==> src/rtl/i_img_pkg.sv <==
// Shared constants and types for the raster read path (image buffer -> pixel stream).
package i_img_pkg;

    localparam int DIM_W  = 13;
    localparam int ADDR_W = 2 * DIM_W;
    localparam int PIX_W  = 8;

    typedef enum logic [1:0] {
        IDLE  = 2'd0,
        READ  = 2'd1,
        DRAIN = 2'd2
    } rd_state_t;

    typedef struct packed {
        logic sol;
        logic eol;
        logic eof;
    } px_tag_t;

endpackage

==> src/rtl/i_skid_fifo.sv <==
// Two-entry skid FIFO between the buffer read return and the pixel output handshake.
module i_skid_fifo #(
    parameter int W = 11
) (
    input  logic         clk,
    input  logic         n_rst,
    input  logic         push_i,
    input  logic [W-1:0] push_data_i,
    input  logic         pop_i,
    output logic [W-1:0] data_o,
    output logic [1:0]   count_o
);

    logic [W-1:0] mem_q [2];
    logic         wr_ptr_q;
    logic         rd_ptr_q;
    logic [1:0]   count_q;

    always_ff @(posedge clk) begin
        if (!n_rst) begin
            mem_q[0] <= '0;
            mem_q[1] <= '0;
            wr_ptr_q <= 1'b0;
            rd_ptr_q <= 1'b0;
            count_q  <= 2'd0;
        end else begin
            if (push_i) begin
                mem_q[wr_ptr_q] <= push_data_i;
                wr_ptr_q        <= ~wr_ptr_q;
            end
            if (pop_i) begin
                rd_ptr_q <= ~rd_ptr_q;
            end
            case ({push_i, pop_i})
                2'b10:   count_q <= count_q + 2'd1;
                2'b01:   count_q <= count_q - 2'd1;
                default: count_q <= count_q;
            endcase
        end
    end

    assign data_o  = mem_q[rd_ptr_q];
    assign count_o = count_q;

endmodule

==> src/rtl/i_raster_reader.sv <==
// Raster-order image buffer reader streaming tagged pixels over valid/ready.
// Define I_RASTER_HFLIP_EN to read each row right-to-left (horizontal mirror).
module i_raster_reader
    import i_img_pkg::*;
(
    input  logic              clk,
    input  logic              n_rst,
    input  logic              start,
    input  logic [DIM_W-1:0]  img_width,
    input  logic [DIM_W-1:0]  img_height,
    output logic              rd_en,
    output logic [ADDR_W-1:0] rd_addr,
    input  logic [PIX_W-1:0]  rd_data,
    output logic [PIX_W-1:0]  px_data,
    output logic              px_valid,
    input  logic              px_ready,
    output logic              px_sol,
    output logic              px_eol,
    output logic              px_eof,
    output logic              busy,
    output logic              done,
    output logic              err_dim,
    output rd_state_t         state_dbg
);

    // Output handshake: a pixel transfers on a rising edge where px_valid & px_ready;
    // px_valid never depends on px_ready, and data/tags hold while stalled.

    rd_state_t         state_q;
    logic [DIM_W-1:0]  width_q, height_q, col_q, row_q;
    logic [ADDR_W-1:0] addr_q;
    logic              rd_q;
    px_tag_t           tag_q;
    logic              busy_q, done_q, err_q;

    logic [1:0]        fifo_count;
    logic [PIX_W+2:0]  fifo_data;
    px_tag_t           out_tag;
    logic              pop;
    logic [2:0]        occ;
    logic              issue;
    logic              col_last, row_last;

    assign px_valid = (fifo_count != 2'd0);
    assign pop      = px_valid & px_ready;
    // Slots already committed after this cycle's pop; keeps buffered + in-flight <= 2.
    assign occ      = 3'(fifo_count) + 3'(rd_q) - 3'(pop);
    assign issue    = (state_q == READ) && (occ < 3'd2);
    assign col_last = (col_q == width_q - DIM_W'(1));
    assign row_last = (row_q == height_q - DIM_W'(1));

    always_ff @(posedge clk) begin
        if (!n_rst) begin
            state_q  <= IDLE;
            width_q  <= '0;
            height_q <= '0;
            col_q    <= '0;
            row_q    <= '0;
            addr_q   <= '0;
            rd_q     <= 1'b0;
            tag_q    <= '0;
            busy_q   <= 1'b0;
            done_q   <= 1'b0;
            err_q    <= 1'b0;
        end else begin
            done_q <= 1'b0;
            err_q  <= 1'b0;
            rd_q   <= issue;
            tag_q  <= '{sol: (col_q == '0), eol: col_last, eof: col_last & row_last};
            case (state_q)
                IDLE: begin
                    if (start) begin
                        if (img_width == '0 || img_height == '0) begin
                            err_q <= 1'b1;
                        end else begin
                            width_q  <= img_width;
                            height_q <= img_height;
                            col_q    <= '0;
                            row_q    <= '0;
`ifdef I_RASTER_HFLIP_EN
                            addr_q   <= ADDR_W'(img_width) - ADDR_W'(1);
`else
                            addr_q   <= '0;
`endif
                            busy_q   <= 1'b1;
                            state_q  <= READ;
                        end
                    end
                end
                READ: begin
                    if (issue) begin
                        if (col_last) begin
                            col_q <= '0;
                            row_q <= row_q + DIM_W'(1);
`ifdef I_RASTER_HFLIP_EN
                            addr_q <= addr_q + ADDR_W'({width_q, 1'b0}) - ADDR_W'(1);
`else
                            addr_q <= addr_q + ADDR_W'(1);
`endif
                            if (row_last) begin
                                state_q <= DRAIN;
                            end
                        end else begin
                            col_q <= col_q + DIM_W'(1);
`ifdef I_RASTER_HFLIP_EN
                            addr_q <= addr_q - ADDR_W'(1);
`else
                            addr_q <= addr_q + ADDR_W'(1);
`endif
                        end
                    end
                end
                DRAIN: begin
                    if (pop && out_tag.eof) begin
                        done_q  <= 1'b1;
                        busy_q  <= 1'b0;
                        state_q <= IDLE;
                    end
                end
                default: state_q <= IDLE;
            endcase
        end
    end

    i_skid_fifo #(.W(PIX_W + 3)) u_fifo (
        .clk         (clk),
        .n_rst       (n_rst),
        .push_i      (rd_q),
        .push_data_i ({rd_data, tag_q}),
        .pop_i       (pop),
        .data_o      (fifo_data),
        .count_o     (fifo_count)
    );

    assign {px_data, out_tag} = fifo_data;
    assign px_sol    = out_tag.sol;
    assign px_eol    = out_tag.eol;
    assign px_eof    = out_tag.eof;
    assign rd_en     = issue;
    assign rd_addr   = addr_q;
    assign busy      = busy_q;
    assign done      = done_q;
    assign err_dim   = err_q;
    assign state_dbg = state_q;

endmodule

==> config.mk <==
export PLATFORM = sky130hd
export DESIGN_NAME = i_raster_reader
export DESIGN_NICKNAME = d
export VERILOG_FILES = /design/src/rtl/i_img_pkg.sv /design/src/rtl/i_skid_fifo.sv /design/src/rtl/i_raster_reader.sv
export SDC_FILE = /design/constraint.sdc
export NUM_CORES = 1
export LEC_CHECK = 0
export ABC_CLOCK_PERIOD_IN_PS = 3100
export CAP_MARGIN = 30
export CORE_ASPECT_RATIO = 1.25
export CORE_MARGIN = 3
export CORE_UTILIZATION = 48
export DETAILED_ROUTE_END_ITERATION = 16
export PLACE_DENSITY = 0.84
export SLEW_MARGIN = 20
export SYNTH_ARGS = -nofsm -noshare
export SYNTH_HDL_FRONTEND = slang
export SYNTH_SLANG_ARGS = --single-unit
==> constraint.sdc <==
create_clock -name clk -period 3.1 [get_ports clk]
set_input_delay 0.465 -clock clk [delete_from_list [all_inputs] [get_ports clk]]
set_output_delay 0.465 -clock clk [all_outputs]
set_load 0.1 [all_outputs]
==> flow_summary.json, run 1 <==
{
  "outcome": "finished clean",
  "cts_tree": "done",
  "regArea_sq_um": 2500,
  "grt_busiest_layer": "met2",
  "rows": 44,
  "synthTopCellsByArea": "dfxtp_1 31%, edfxtp_1 11%, xnor2_1 5.9%, nand2_1 5.2%, a21boi_0 4.0%",
  "finalCriticalPeriod_ns": 3.00,
  "ys_warn_count": 0,
  "slew_headroom_pct": 43.8,
  "cp_top_family": "buffers and inverters",
  "syn_area_sq_um": 5890,
  "netlist_instances": 664,
  "drive_gt1_share_pct": 17.7,
  "drc_errors": 0,
  "muxShareOfSynthArea_pct": 2.27,
  "peakVddDrop_v": 0.000403,
  "critPathRequiredTime_ns": 2.63,
  "postRouteWirelength_microns": 15100,
  "crit_slowest_cell": "fa_2",
  "power_density_nw_per_um2": 666,
  "synth_top_area_cell": "dfxtp_1",
  "floorplan.initialDensity_pct": 50.0,
  "initialDrtViolationCount": 385,
  "gr-total-overflow": 0,
  "path_class": "input pin to output port",
  "die_w_microns": 105,
  "tightest_slew_ns": 0.841,
  "ys_seq_area_share_pct": 42.5,
  "synth_most_common_cell": "dfxtp_1",
  "max_cap_viol_count": 0,
  "worstReg2RegStart": "u_fifo.count_o[0]$_SDFFE_PN0P_",
  "yosysTopAreaCellShare_pct": 31.3,
  "vias_per_cell": 5.64,
  "grt_antenna_before_repair": 0,
  "vias": 5265,
  "crit_buf_inv": 3,
  "startpoint_type": "input pin",
  "syn2layout_area_growth_pct": 28.3,
  "fin_util_pct": 64.1,
  "cp-startpoint": "px_ready",
  "worstPathMaxFanout": 4,
  "rsz0062_at_grt": "false",
  "power_leakage_uw": 0.00280,
  "cts_buffer_depth": 2,
  "finalHoldViolations": 0,
  "grt_pass1_wl_microns": 25700,
  "track_usage_pct": 23.1,
  "synth_edf_count": 22,
  "multi_input_area_sq_um": 3270,
  "fill_cells": 956,
  "hold_buffers": 0,
  "synthDistinctLibCells": 64,
  "first_pass_iters": 5,
  "fin_nets": 806,
  "end_kind": "output port",
  "finalSetupViolCount": 0,
  "min_from": "width_q[12]$_SDFFE_PN0P_",
  "crit_arrival_ns": 2.53,
  "dp_hpwl_microns": 10800,
  "clk_root_buffer_cell": "clkbuf_16",
  "timing.fmax_ghz": 0.333,
  "drt.antenna.violating_nets": 0,
  "cts_inserted_buffers": 17,
  "h-tree-depth": 4,
  "ys_ff_latch": 114,
  "ios": 82,
  "path_cells": "clkdlybuf4s50_1 > and2_4 > ha_4 > nor2_1 > fa_2 > nor2_2 > nand2_4 > clkinvlp_4 > buf_12",
  "cp_slowest_stage_delay_ns": 0.49,
  "syn-num-nets": 711,
  "synthXorXnorAreaFrac_pct": 9.22,
  "clk_latency_ns": 0.42,
  "grtUsageMet3_pct": 6.43,
  "period_share_pct": 96.8,
  "clk_pin_slew_ns": 0.05,
  "synth_fa_ha_area_share_pct": 2.04,
  "use_met1_pct": 26.7,
  "die_h_microns": 130,
  "async_flop_share_pct": 0,
  "avgSynthCellArea_sq_um": 8.87,
  "die_area_sq_um": 13600,
  "place.port_buffers": 81,
  "yosys-top-cells-count": "92 x dfxtp_1, 82 x nand2_1, 46 x nor2_1, 40 x xnor2_1, 36 x and2_1",
  "met2_usage_pct": 40.6,
  "synth_top_family_by_area": "simple AND/OR/NAND/NOR gates",
  "synth-compound-area-share_pct": 13.6,
  "finalPower_uw": 5030,
  "place_congestion": 0.846,
  "finalClockSkew_ns": 0.00914,
  "cts_num_sinks": 114,
  "yosys.area_share.simple_pct": 26.6,
  "slew_violations": 0,
  "grt_pass1_vias": 5371,
  "grt_max_degree": 48,
  "core_area_sq_um": 11800,
  "hp-class": "flop to flop",
  "drt-wirelength-per-cell_microns": 16.2,
  "n_antenna_cell": 0,
  "ys.flop_type": "dfxtp_1"
}
sequential cells by signal (all words and copies together), names as in the netlist, named ones only:
| name | count |
|---|---|
| rd_addr | 26 |
| u_fifo.mem_q | 22 |
| col_q | 13 |
| height_q | 13 |
| row_q | 13 |
| width_q | 13 |
| tag_q | 3 |
| state_dbg | 2 |
| u_fifo.count_o | 2 |
| busy | 1 |
| done | 1 |
| err_dim | 1 |
| rd_q | 1 |
| u_fifo.rd_ptr_q | 1 |
| u_fifo.wr_ptr_q | 1 |
stage by stage:
step / area, sq um / TNS [ns] / setup slack, ns / hold WS [ns] / instances
final: 7550 / 0 / 0.101 / 0.478 / 933
after global routing: 7550 / 0 / 0.0270 / 0.519 / 933
after CTS: 7550 / 0 / 0.0646 / 0.487 / 933
after detailed placement: 6950 / -4.60 / -0.209 / 0.480 / 900
after global placement: 6950 / -2.32 / -0.183 / 0.470 / 900
after floorplan: 6010 / -1.02 / -0.126 / 0.455 / 664
cells in the final DEF (no fill, tap or decap), drive strengths merged, types with 8 or more instances in the layout:
| cell type | n |
|---|---|
| ha | 8 |
| nand4 | 18 |
| edfxtp | 22 |
| nor3 | 13 |
| mux2 | 11 |
| nand3 | 21 |
| nand2 | 82 |
| inv | 24 |
| and2 | 36 |
| buf | 67 |
| clkbuf | 18 |
| clkinv | 8 |
| xnor2 | 40 |
| and3 | 14 |
| xor2 | 22 |
| a21boi | 31 |
| dfxtp | 92 |
| a21oi | 24 |
| nor4 | 11 |
| nor2 | 46 |
| or3 | 24 |
| o21ai | 32 |
| clkdlybuf4s50 | 37 |
final cells by class:
cell class,count,share of cell area [%]
multi-input cells,498,43.3
flip-flops and latches,114,33.2
repair buffers,104,11.7
clock buffers,18,5.68
well taps,161,2.67
clock inverters,14,2.17
inverters,24,1.31
cells by family after synthesis:
group / after synthesis
AOI/OAI and AO/OA: 119
and+or+nand+nor: 296
xor gates and xnor gates: 62
DFF: 114
buffers and inverters: 52
adders and majority gates: 9
muxes: 12
routing by layer:
metal | routed length, microns | vias up
met5 | 0 | -
met4 | 369 | 0
met3 | 833 | 33
met2 | 7630 | 152
met1 | 6230 | 2536
li1 | - | 2544
power breakdown:
part	leakage (uW)	switching [uW]	total [uW]	internal, uW
Sequential	0.000977	98.6	1710	1610
Combinational	0.00154	903	1370	469
Clock	0.000287	693	1950	1260
Total	0.00280	1690	5030	3340
tightest hold or removal path, cell delays in order, from the launching register on:
cell	delay [ns]
dfxtp_1	0.31
nand2_1	0.05
a21boi_0	0.07
worst paths after layout:
kind,depth (start not counted),end,slack (ns)
setup / recovery,9,rd_en,0.10
hold / removal,2,width_q[12]$_SDFFE_PN0P_,0.48
setup reg to reg,13,rd_addr[12]$_SDFFE_PN0P_,0.22
hold reg to reg,2,width_q[12]$_SDFFE_PN0P_,0.48
what timing repair did:
item | CTS | global route
resized for setup | 1 | 1
endpoints found under the setup margin | 1 | 1
setup buffers | 1 | 0
No activity file was read; power rests on OpenSTA's default activity.
==> run 2, diff against run 1 <==
--- a/config.mk
+++ b/config.mk
@@ -9,9 +9,10 @@
 export CAP_MARGIN = 30
 export CORE_ASPECT_RATIO = 1.25
 export CORE_MARGIN = 3
-export CORE_UTILIZATION = 48
+export CORE_UTILIZATION = 35
 export DETAILED_ROUTE_END_ITERATION = 16
-export PLACE_DENSITY = 0.84
+export GPL_TIMING_DRIVEN = 0
+export PLACE_DENSITY = 0.67
 export SLEW_MARGIN = 20
 export SYNTH_ARGS = -nofsm -noshare
 export SYNTH_HDL_FRONTEND = slang
==> run 2 against run 1 <==
Net effect: cell count grew 7.2%; clock power barely moved; combinational power rose by 3%; design area rose by 3.0%; die area increased by 35%; sequential share of layout area shrank 0.89 points; critical path type is now flop to output port; critical endpoint unchanged; largest power group unchanged; highest routed layer unchanged.
==> flow_summary.json, run 2 (same netlist as run 1, synthesis figures left out) <==
{
  "path_class": "flop to output port",
  "finalClockSkew_ns": 0.0207,
  "combPwrFrac_pct": 28.0,
  "gr-total-overflow": 0,
  "cts_tree": "done",
  "grt_pass1_wl_microns": 24400,
  "cts_buffer_depth": 2,
  "slew_headroom_pct": 33.6,
  "multi_input_area_sq_um": 3290,
  "outcome": "finished clean",
  "postRouteWirelength_microns": 15000,
  "dp_hpwl_microns": 11000,
  "finalHoldViolations": 0,
  "end_kind": "output port",
  "fill_cells": 1581,
  "vias_per_cell": 5.07,
  "initialDrtViolationCount": 304,
  "period_share_pct": 96.4,
  "crit_arrival_ns": 2.52,
  "place_congestion": 0.833,
  "clk_root_buffer_cell": "clkbuf_16",
  "placed_area_sq_um": 7100,
  "dp_slack_ns": -1.22,
  "power_switching_share_pct": 32.6,
  "cts_inserted_buffers": 17,
  "tns_ns": 0,
  "first_pass_iters": 4,
  "max_cap_viol_count": 0,
  "drive_gt1_share_pct": 11.0,
  "slew_violations": 0,
  "hold_buffers": 0,
  "startpoint_type": "flop",
  "syn2layout_area_growth_pct": 32.1,
  "finalCriticalPeriod_ns": 2.99,
  "clockPowerShare_pct": 38.5,
  "n_antenna_cell": 0,
  "timing.fmax_ghz": 0.335,
  "power_leakage_uw": 0.00277,
  "h-tree-depth": 4,
  "timing.final.ws_setup_ns": 0.112,
  "rows": 52,
  "die_h_microns": 151,
  "place.port_buffers": 81,
  "p_sw_uw": 1640,
  "ios": 82,
  "clk_pin_slew_ns": 0.05,
  "tightest_slew_ns": 0.993,
  "track_usage_pct": 16.8,
  "drt.antenna.violating_nets": 0,
  "floorplan.initialDensity_pct": 36.1,
  "power_density_nw_per_um2": 648,
  "core_area_sq_um": 16300,
  "die_w_microns": 122,
  "worstPathMaxFanout": 5,
  "placed_cells": 962,
  "cts_num_sinks": 114,
  "hp-class": "flop to flop",
  "final_cell_mix": "90 x dfxtp_1, 79 x nand2_1, 69 x clkdlybuf4s50_1",
  "rsz0062_at_grt": "false",
  "regArea_sq_um": 2510,
  "grt_max_degree": 17,
  "grt_pass1_vias": 5044,
  "drt-wirelength-per-cell_microns": 15.0,
  "final_cell_area_sq_um": 7780,
  "vias": 5070,
  "finalSetupViolCount": 0,
  "die_area_sq_um": 18400,
  "drc_errors": 0,
  "intPower_uw": 3400,
  "power_frac_seq_pct": 33.5,
  "critPathRequiredTime_ns": 2.63,
  "clk_latency_ns": 0.42,
  "fin_nets": 818,
  "stdcell_count": 1000,
  "final_common_cell": "dfxtp_1",
  "peakVddDrop_v": 0.000311,
  "largest_reg_flops": 26,
  "grt_antenna_before_repair": 0
}
[run 2: cell count changes in the layout (fill, tap and decap cells not counted), moves of 3 or more]
cell / previous run / this run
clkbuf_8: 0 / 6
clkinv_4: 3 / 0
buf_4: 66 / 9
clkdlybuf4s50_1: 37 / 69
buf_6: 0 / 4
dlygate4sd2_1: 0 / 10
clkbuf_1: 1 / 23
[run 2: power groups by stage]
stage | logic [uW] | registers [uW] | clock network [uW]
2_1_floorplan | 963 | 1750 | 0
3_3_place_gp | 1320 | 1710 | 0
3_5_place_dp | 1330 | 1720 | 0
4_1_cts | 1370 | 1690 | 1980
5_1_grt | 1500 | 1700 | 2040
6_report | 1410 | 1690 | 1940
[run 2: what timing repair did]
item                                    4_1_cts  5_1_grt
resized for setup                            26        9
buffers inserted                              2        5
cloned                                        0        0
pin swaps                                     1        3
endpoints found under the setup margin       38       19
[run 2: metrics by stage]
step	utilization, %	hold WS [ns]	total power (uW)
after global routing	47.6	0.506	5240
after global placement	43.4	0.467	3030
final	47.6	0.481	5040
after floorplan	-	0.455	2710
after CTS	47.3	0.488	5040
after detailed placement	43.5	0.483	3050
[run 2: layout make-up]
cell class | instances | area share (%)
sequential | 114 | 32.3
tap | 216 | 3.47
timing repair buffer | 89 | 11.2
multi-input combinational | 498 | 42.3
clock inverter | 4 | 0.901
inverter | 24 | 1.30
clock buffer | 28 | 6.77
buffer | 27 | 1.77
[run 2: critical path, stage by stage, from the launching register on]
cell,delay [ns]
dfxtp_4,0.35
inv_4,0.08
nand2_8,0.05
and2_4,0.16
ha_4,0.26
nor2_1,0.05
fa_2,0.40
xnor2_2,0.16
nor2_4,0.17
nand2_4,0.11
clkinvlp_4,0.15
buf_12,0.18
[run 2: worst paths after layout]
path	startpoint	to	slack, ns	cells after the start
worst max register to register	u_fifo.count_o[0]$_SDFFE_PN0P_	rd_addr[22]$_SDFFE_PN0P_	0.20	15
worst min register to register	width_q[12]$_SDFFE_PN0P_	width_q[12]$_SDFFE_PN0P_	0.48	2
worst max-delay path	u_fifo.count_o[0]$_SDFFE_PN0P_	rd_en	0.11	11
worst min-delay path	width_q[12]$_SDFFE_PN0P_	width_q[12]$_SDFFE_PN0P_	0.48	2
[run 2: routing by layer]
layer	vias to the layer above	wire, microns	share of wire, %	global-route usage (%)
met2	114	7200	48	27.8
met1	2369	6620	44	20.4
li1	2573	-	-	-
met3	14	887	5.9	4.74
met5	-	0	0	0
met4	0	243	1.6	7.46
==> run 3, diff against run 2 <==
--- a/config.mk
+++ b/config.mk
@@ -12,6 +12,7 @@
 export CORE_UTILIZATION = 35
 export DETAILED_ROUTE_END_ITERATION = 16
 export GPL_TIMING_DRIVEN = 0
+export MAX_ROUTING_LAYER = met4
 export PLACE_DENSITY = 0.67
 export SLEW_MARGIN = 20
 export SYNTH_ARGS = -nofsm -noshare
==> run 3 against run 2 <==
Net effect: clock power about the same; critical path depth unchanged; flip-flop and latch count unchanged; die area unchanged; largest power group unchanged.
==> flow_summary.json, run 3 (same netlist as run 1, synthesis figures left out) <==
{
  "timing.final.ws_setup_ns": 0.108,
  "gr-total-overflow": 0,
  "peakVddDrop_v": 0.000312,
  "timing.fmax_ghz": 0.334,
  "crit_arrival_ns": 2.53,
  "postRouteWirelength_microns": 14900,
  "first_pass_iters": 5,
  "place.port_buffers": 81,
  "end_kind": "output port",
  "finalHoldViolations": 0,
  "period_share_pct": 96.5,
  "cts_inserted_buffers": 17,
  "clockPowerShare_pct": 38.5,
  "ios": 82,
  "grt_pass1_wl_microns": 24400,
  "p_sw_uw": 1650,
  "dp_hpwl_microns": 11000,
  "drt.antenna.violating_nets": 0,
  "worstRegToRegCells": 15,
  "clk_latency_ns": 0.41,
  "intPower_uw": 3400,
  "h-tree-depth": 4,
  "worstPathMaxFanout": 5,
  "slew_headroom_pct": 32.6,
  "final_common_cell": "dfxtp_1",
  "crit_slowest_cell": "fa_2",
  "rsz0062_at_grt": "false",
  "multi_input_area_sq_um": 3290,
  "hp-class": "flop to flop",
  "largest_reg_flops": 26,
  "path_class": "flop to output port",
  "cp_top_family": "adder cells",
  "finalSetupViolCount": 0,
  "startpoint_type": "flop",
  "max_cap_viol_count": 0,
  "rows": 52,
  "n_antenna_cell": 0,
  "die_h_microns": 151,
  "fill_cells": 1581,
  "fin_nets": 818,
  "min_path_cells": 2,
  "grt_max_degree": 17,
  "outcome": "finished clean",
  "crit_cells": 11,
  "die_w_microns": 122,
  "finalClockSkew_ns": 0.00641,
  "vias_per_cell": 5.10,
  "critPathRequiredTime_ns": 2.63,
  "power_leakage_uw": 0.00277,
  "hold_ws_ns": 0.482,
  "core_area_sq_um": 16300,
  "crit_buf_inv": 3,
  "tightest_slew_ns": 1.01,
  "grt_pass1_vias": 5039,
  "dp_slack_ns": -1.22,
  "path_cells": "inv_4 > nand2_8 > and2_4 > ha_4 > nor2_1 > fa_2 > xnor2_2 > nor2_4 > nand2_4 > clkinvlp_4 > buf_12",
  "cts_tree": "done",
  "regArea_sq_um": 2510,
  "drt-wirelength-per-cell_microns": 14.9,
  "cts_buffer_depth": 2,
  "clk_pin_slew_ns": 0.05,
  "initialDrtViolationCount": 325,
  "place_congestion": 0.846,
  "combPwrFrac_pct": 28.1,
  "clk_root_buffer_cell": "clkbuf_16",
  "grt_antenna_before_repair": 0,
  "power_density_nw_per_um2": 648,
  "final_cell_mix": "90 x dfxtp_1, 79 x nand2_1, 69 x clkdlybuf4s50_1",
  "drc_errors": 0,
  "finalCriticalPeriod_ns": 2.99,
  "track_usage_pct": 17.3,
  "die_area_sq_um": 18400,
  "syn2layout_area_growth_pct": 32.1,
  "vias": 5096,
  "drive_gt1_share_pct": 11.0,
  "floorplan.initialDensity_pct": 36.1,
  "cp_slowest_stage_delay_ns": 0.40,
  "slew_violations": 0,
  "power_switching_share_pct": 32.6,
  "cts_num_sinks": 114,
  "power_frac_seq_pct": 33.4
}
[run 3: area by class of cell]
cell class	count	area share, %
flip-flops and latches	114	32.3
plain buffers	27	1.77
multi-input cells	498	42.3
inverters	24	1.30
well taps	216	3.47
repair buffers	89	11.2
clock inverters	4	0.901
clock buffers	28	6.77
[run 3: routing by layer]
metal / global-route usage (%) / part of all wire [%]
met2: 27.8 / 47
met4: 7.46 / 2.3
met3: 4.52 / 5.1
met1: 20.6 / 45
met5: - / 0
[run 3: worst reg2reg max path, stage by stage, from the launching register on]
cell	delay [ns]
dfxtp_4	0.35
inv_4	0.08
nand2_8	0.05
and2_4	0.16
ha_4	0.26
nor2_1	0.05
fa_2	0.40
xnor2_2	0.16
nor2_4	0.17
nand2_4	0.11
nand2_2	0.15
buf_6	0.16
nand4_1	0.09
buf_4	0.19
or3_1	0.30
a21oi_1	0.15
[run 3: final timing paths]
check,start,endpoint,slack (ns)
setup / recovery,u_fifo.count_o[0]$_SDFFE_PN0P_,rd_en,0.11
hold / removal,width_q[12]$_SDFFE_PN0P_,width_q[12]$_SDFFE_PN0P_,0.48
setup reg to reg,u_fifo.count_o[0]$_SDFFE_PN0P_,rd_addr[22]$_SDFFE_PN0P_,0.19
hold reg to reg,width_q[12]$_SDFFE_PN0P_,width_q[12]$_SDFFE_PN0P_,0.48
[run 3: power groups by stage]
stage / logic (uW) / clock network [uW] / registers, uW
floorplan: 963 / 0 / 1750
global placement: 1320 / 0 / 1710
detailed placement: 1330 / 0 / 1720
CTS: 1370 / 1980 / 1690
global route: 1500 / 2040 / 1700
finish: 1420 / 1940 / 1690
[run 3: what timing repair did]
action,CTS,global route
pin swaps,1,3
endpoints found under the setup margin,38,19
resized for setup,26,9
setup buffers,2,5
hold buffers,0,0
[run 3: metrics by stage]
stage	TNS (ns)	instances	utilization (%)	area, sq um	total power, uW
2_1_floorplan	-1.02	664	-	6010	2710
3_3_place_gp	-26.02	961	43.4	7090	3030
3_5_place_dp	-25.10	962	43.5	7100	3050
4_1_cts	0	996	47.3	7730	5040
5_1_grt	0	1000	47.6	7780	5240
6_report	0	1000	47.6	7780	5040
